**src/rtl/alu_pkg.sv**
```systemverilog
// Shared ALU/mul-div definitions: funct codes, sequencer state enum, ALU control codes.
// Define ALU_MULDIV_DIV_EN to make FUNCT_DIVU a recognised sequencer op.
package alu_pkg;

  localparam logic [5:0] FUNCT_MULTU = 6'b011001;
  localparam logic [5:0] FUNCT_DIVU  = 6'b011011;
  localparam logic [5:0] FUNCT_ADD   = 6'b100000;
  localparam logic [5:0] FUNCT_SUB   = 6'b100010;
  localparam logic [5:0] FUNCT_AND   = 6'b100100;
  localparam logic [5:0] FUNCT_OR    = 6'b100101;

  localparam logic [3:0] ALU_CTRL_AND = 4'b0000;
  localparam logic [3:0] ALU_CTRL_OR  = 4'b0001;
  localparam logic [3:0] ALU_CTRL_ADD = 4'b0010;
  localparam logic [3:0] ALU_CTRL_SUB = 4'b0110;
  localparam logic [3:0] ALU_CTRL_SLT = 4'b0111;
  localparam logic [3:0] ALU_CTRL_NOR = 4'b1100;

  typedef enum logic [1:0] {
    IDLE = 2'd0,
    MUL  = 2'd1,
    DIV  = 2'd2,
    DONE = 2'd3
  } muldiv_state_t;

  function automatic logic is_muldiv_funct(input logic [5:0] funct);
`ifdef ALU_MULDIV_DIV_EN
    return (funct == FUNCT_MULTU) || (funct == FUNCT_DIVU);
`else
    return (funct == FUNCT_MULTU);
`endif
  endfunction

endpackage

```
**src/rtl/muldiv_step.sv**
```systemverilog
// One iteration of the mul/div datapath: shift-add for MULTU, restoring subtract-shift for DIVU.
// The subtract path exists only when ALU_MULDIV_DIV_EN is defined.
module muldiv_step #(
  parameter int WIDTH = 32
) (
`ifdef ALU_MULDIV_DIV_EN
  input  logic             op_div,
`endif
  input  logic [WIDTH:0]   acc,
  input  logic [WIDTH-1:0] lo,
  input  logic [WIDTH-1:0] opnd,
  output logic [WIDTH:0]   acc_n,
  output logic [WIDTH-1:0] lo_n
);

  logic [WIDTH:0] sum;

  // acc[WIDTH] is always zero while multiplying, so the extra bit only carries
  assign sum = acc + {1'b0, (lo[0] ? opnd : {WIDTH{1'b0}})};

`ifdef ALU_MULDIV_DIV_EN
  logic [WIDTH:0] shifted;
  logic [WIDTH:0] trial;

  assign shifted = {acc[WIDTH-1:0], lo[WIDTH-1]};
  assign trial   = shifted - {1'b0, opnd};
`endif

  always_comb begin
    acc_n = {1'b0, sum[WIDTH:1]};
    lo_n  = {sum[0], lo[WIDTH-1:1]};
`ifdef ALU_MULDIV_DIV_EN
    if (op_div) begin
      // trial[WIDTH] is the sign of the trial subtraction
      if (!trial[WIDTH]) begin
        acc_n = trial;
        lo_n  = {lo[WIDTH-2:0], 1'b1};
      end else begin
        acc_n = shifted;
        lo_n  = {lo[WIDTH-2:0], 1'b0};
      end
    end
`endif
  end

endmodule

```
**src/rtl/alu_muldiv_seq.sv**
```systemverilog
// Iterative MULTU/DIVU sequencer beside the EX-stage ALU; stalls the pipe and writes HI/LO on completion.
// DIVU support is compiled in only when ALU_MULDIV_DIV_EN is defined.
module alu_muldiv_seq
  import alu_pkg::*;
#(
  parameter int WIDTH = 32
) (
  input  logic             clk_i,
  input  logic             rst_i,
  input  logic             start_i,
  input  logic [5:0]       funct_i,
  input  logic [WIDTH-1:0] rs_data_i,
  input  logic [WIDTH-1:0] rt_data_i,
  output logic             stall_o,
  output logic             busy_o,
  output logic             done_o,
  output logic [WIDTH-1:0] hi_o,
  output logic [WIDTH-1:0] lo_o
);

  localparam int CNT_W = $clog2(WIDTH);

  muldiv_state_t state, state_n;

  logic [CNT_W-1:0] cnt;
  logic [WIDTH:0]   acc, acc_n;
  logic [WIDTH-1:0] wl, wl_n;
  logic [WIDTH-1:0] opnd;
  logic [WIDTH-1:0] hi_q, lo_q;
  logic             accept;
  logic             last;

  assign accept = start_i && ((state == IDLE) || (state == DONE)) && is_muldiv_funct(funct_i);
  assign last   = (cnt == CNT_W'(WIDTH - 1));

`ifdef ALU_MULDIV_DIV_EN
  logic is_div;
  assign is_div = (funct_i == FUNCT_DIVU);
  assign busy_o = (state == MUL) || (state == DIV);
`else
  assign busy_o = (state == MUL);
`endif

  assign stall_o = accept | busy_o;
  assign done_o  = (state == DONE);
  assign hi_o    = hi_q;
  assign lo_o    = lo_q;

  muldiv_step #(.WIDTH(WIDTH)) u_step (
`ifdef ALU_MULDIV_DIV_EN
    .op_div (state == DIV),
`endif
    .acc    (acc),
    .lo     (wl),
    .opnd   (opnd),
    .acc_n  (acc_n),
    .lo_n   (wl_n)
  );

  always_ff @(posedge clk_i or posedge rst_i) begin
    if (rst_i) state <= IDLE;
    else       state <= state_n;
  end

  // DONE always falls back to IDLE unless a new op is accepted in it
  always_comb begin
    state_n = state;
    case (state)
      IDLE, DONE: begin
        state_n = IDLE;
        if (accept) begin
`ifdef ALU_MULDIV_DIV_EN
          state_n = is_div ? DIV : MUL;
`else
          state_n = MUL;
`endif
        end
      end
      MUL: if (last) state_n = DONE;
`ifdef ALU_MULDIV_DIV_EN
      DIV: if (last) state_n = DONE;
`endif
      default: state_n = IDLE;
    endcase
  end

  // The final iteration writes straight into HI/LO so the result is visible in DONE
  always_ff @(posedge clk_i or posedge rst_i) begin
    if (rst_i) begin
      cnt  <= '0;
      acc  <= '0;
      wl   <= '0;
      opnd <= '0;
      hi_q <= '0;
      lo_q <= '0;
    end else if (accept) begin
      cnt <= '0;
      acc <= '0;
`ifdef ALU_MULDIV_DIV_EN
      wl   <= is_div ? rs_data_i : rt_data_i;
      opnd <= is_div ? rt_data_i : rs_data_i;
`else
      wl   <= rt_data_i;
      opnd <= rs_data_i;
`endif
    end else if (busy_o) begin
      cnt <= cnt + 1'b1;
      acc <= acc_n;
      wl  <= wl_n;
      if (last) begin
        hi_q <= acc_n[WIDTH-1:0];
        lo_q <= wl_n;
      end
    end
  end

endmodule

```
**config.mk**
```make
export PLATFORM = sky130hd
export DESIGN_NAME = alu_muldiv_seq
export DESIGN_NICKNAME = d
export VERILOG_FILES = /design/src/rtl/alu_pkg.sv /design/src/rtl/muldiv_step.sv /design/src/rtl/alu_muldiv_seq.sv
export SDC_FILE = /design/constraint.sdc
export NUM_CORES = 1
export LEC_CHECK = 0
export CAP_MARGIN = 20
export CORE_MARGIN = 2
export CORE_UTILIZATION = 40
export CTS_BUF_LIST = sky130_fd_sc_hd__clkbuf_4
export CTS_CLUSTER_SIZE = 16
export DETAILED_ROUTE_END_ITERATION = 16
export GPL_TIMING_DRIVEN = 0
export PLACE_DENSITY = 0.75
export SLEW_MARGIN = 0
export SYNTH_ARGS = -nofsm -noshare
export SYNTH_HDL_FRONTEND = slang
export SYNTH_SLANG_ARGS = --single-unit
```
**constraint.sdc**
```tcl
create_clock -name clk_i -period 6.63 [get_ports clk_i]
set_input_delay 1.989 -clock clk_i [delete_from_list [all_inputs] [get_ports clk_i]]
set_output_delay 1.989 -clock clk_i [all_outputs]
set_load 0.02 [all_outputs]
```
==> impl_metrics.py <==
metrics = {
    "critical_path": {
        "cp.arrival_ns": 4.51,
        "crit_type": "input port to output pin",
        "r2r_cells": 10,
        "worstSetupStartpointType": "input port",
        "reg2reg_to": "hi_o[27]",
        "endpoint_kind": "output pin",
        "critical_path.max_fanout": 10,
        "r2r_start": "wl[0]",
        "cp.required_ns": 4.64,
        "reg2reg_slack_ns": 2.99,
    },
    "hold_path": {
        "hold_path.class": "register to register",
        "hp-start": "opnd[30]",
        "min_delay_path_depth": 2,
        "hold_end": "opnd[30]",
    },
    "yosys": {
        "synth_top_cell_area_share_pct": 46.2,
        "synth_edf_count": 0,
        "yosys-top-cells-count": "nand2_1, dfrtp_1, o21ai_0",
        "yosysTopAreaCell": "dfrtp_1",
        "syn_area_per_cell_sq_um": 8.75,
        "synthTopCellsByArea": "dfrtp_1, nand2_1, ha_1, o21ai_0, mux2i_1",
        "syn-cell-area_sq_mm": 0.00904,
        "syn_nets": 1144,
        "yosysWarnings": 0,
        "syn-instance-count": 1033,
        "async_flop_share_pct": 100,
        "seq_area_frac_synth_pct": 46.2,
        "ys_ff_latch": 167,
        "synth.distinct_cells": 65,
        "synthFlopType": "dfrtp_1",
        "synth.most_common_cell": "nand2_1",
    },
    "cts": {
        "cts.sink_count": 167,
        "clockBufferDepth": 2,
        "cts-htree-levels": 4,
        "cts_tree": "done",
        "cts_setup_buffers": 0,
        "cts_buffers": 17,
        "clk_latency_ns": 0.58,
        "path_clk_slew_ns": 0.13,
        "root_buffer": "clkbuf_4",
    },
    "grt": {
        "grt_pass1_wl_mm": 41.8,
        "antenna_found_initial": 1,
        "grt_pass1_vias": 7814,
        "grt_max_degree": 112,
        "grtUsageTotal_pct": 22.2,
        "globalRouteOverflowTotal": 0,
    },
    "power_and_ir_drop": {
        "intPower_mw": 1.71,
        "combPwrFrac_pct": 23.1,
        "p_clk_share_pct": 28.8,
        "worst_ir_drop_vdd_v": 0.0000954,
        "p_leak_nw": 4.86,
        "seqPwrFrac_pct": 48.1,
        "switching_share_pct": 31.9,
        "switchingPower_mw": 0.802,
        "powerDensity_mw_per_mm2": 225,
    },
    "job": {
        "drv_cap": 0,
    },
    "sta": {
        "setup_viol": 0,
        "timing.final.ws_setup_ns": 0.135,
        "setup_tns_ns": 0,
        "period_minus_slack_ns": 6.49,
        "drv_slew": 0,
        "period_share_pct": 98.0,
        "rsz0062_at_grt": "no",
        "max_freq_ghz": 0.154,
        "hold_ws_ns": 0.482,
        "finalHoldViolCount": 0,
        "finClkSkew_ns": 0.0165,
        "slew_headroom_pct": 45.3,
        "tightest_slew_ns": 0.821,
    },
    "floorplanning": {
        "dieHeight_um": 154,
        "io_pins": 140,
        "dieArea_sq_mm": 0.0238,
        "start_util_pct": 40.3,
        "coreArea_sq_mm": 0.0224,
        "rows": 55,
        "fp.dieW_um": 154,
    },
    "placed_design": {
        "dp_hpwl_mm": 19.0,
        "io_buffers": 139,
        "dpl-instance-area_sq_mm": 0.0108,
        "gp_congestion": 0.929,
        "placedCellCount": 1458,
        "preCtsSetupSlack_ns": -0.288,
    },
    "drt": {
        "ant_nets": 0,
        "first_iter_violations": 773,
        "vias": 8064,
        "vias_per_cell": 5.41,
        "dr.pass1.iters": 5,
        "routed_wl_mm": 26.2,
        "drc": 0,
        "routedWlPerCell_um": 17.6,
    },
    "finish": {
        "nNetsFinal": 1303,
        "postLayoutCellArea_sq_mm": 0.0112,
        "drive_gt1_share_pct": 4.40,
        "syn_to_final_growth_pct": 23.7,
        "final_cell_count_no_fill": 1490,
    },
    "status": {
        "status": "complete, no violations",
    },
}
-- kinds of logic after synthesis --
group                      after synthesis  share of synthesized area, %
AOI/OAI and AO/OA                      213                          15.3
buffers and inverters                   80                          3.38
adders and majority gates               38                          5.34
xor gates and xnor gates                20                          1.94
muxes                                   38                          4.22
DFF                                    167                          46.2
and+or+nand+nor                        477                          23.6
-- power groups by stage --
stage	registers [mW]	logic (mW)	clock network, mW
after global placement	1.22	0.560	0
after global routing	1.22	0.651	0.776
final	1.21	0.581	0.724
after CTS	1.21	0.577	0.734
after detailed placement	1.23	0.574	0
after floorplan	1.20	0.413	0
-- worst max-delay path by stage --
stage                     from  endpoint  slack (ns)
CTS                 funct_i[3]   stall_o        0.02
global route        funct_i[3]   stall_o        0.03
floorplan                rst_i    acc[0]        0.12
finish              funct_i[3]   stall_o        0.14
global placement         rst_i  hi_o[20]       -2.21
detailed placement  funct_i[3]   stall_o       -0.29
-- flip-flops by register name, indices dropped and copies added (netlist names) --
register,count
acc,32
wl,32
cnt,5
lo_o,32
hi_o,32
state,2
opnd,32
-- layout by cell type (no fill, tap or decap), types with 6 or more instances in the layout --
cell type	instances
nand3_1	29
mux2i_1	37
inv_1	16
nand3b_1	7
nand2b_1	6
nor2_1	38
nor2b_1	8
xnor2_1	10
clkdlybuf4s50_1	139
or3_1	9
a21o_1	14
clkbuf_4	19
nand4_1	10
o21a_1	9
clkbuf_1	53
nor3_1	15
and2_1	39
a21oi_1	39
xor2_1	10
dfrtp_1	167
o21ai_0	85
buf_2	6
nand2_1	294
ha_1	37
o211ai_1	9
-- per-stage QoR --
stage	utilization, %	power [mW]
6_report	49.8	2.52
5_1_grt	49.8	2.65
4_1_cts	49.8	2.52
3_5_place_dp	48.2	1.80
3_3_place_gp	48.1	1.78
2_1_floorplan	-	1.61
-- repair_timing --
action / in CTS / in global routing
setup endpoints to repair: 1 / 1
hold buffers: 0 / 0
resized for setup: 3 / 2
-- layer usage --
metal	track usage, %	vias up	routed length [um]
met4	6.13	0	473
met3	3.53	41	1360
met1	31.2	3886	12100
li1	-	3863	-
met5	0	-	0
met2	35.8	274	12300
-- layout make-up --
type	instances	area [sq um]
antenna	1	2.50
inverter	17	71.3
clock inverter	12	200
sequential	167	4180
tap	285	357
multi-input combinational	786	4560
fill	2175	11300
clock buffer	19	143
buffer	63	245
timing repair buffer	140	1420
-- critical path, cell delays in order --
cell and delay [ns]:
clkdlybuf4s50_1 0.44, nor4bb_2 0.32, nand4_1 0.21, buf_2 0.26
clkbuf_2 0.25, buf_2 0.26, nand2_1 0.09, clkdlybuf4s50_1 0.66
No activity file was read; power rests on OpenSTA's default activity.
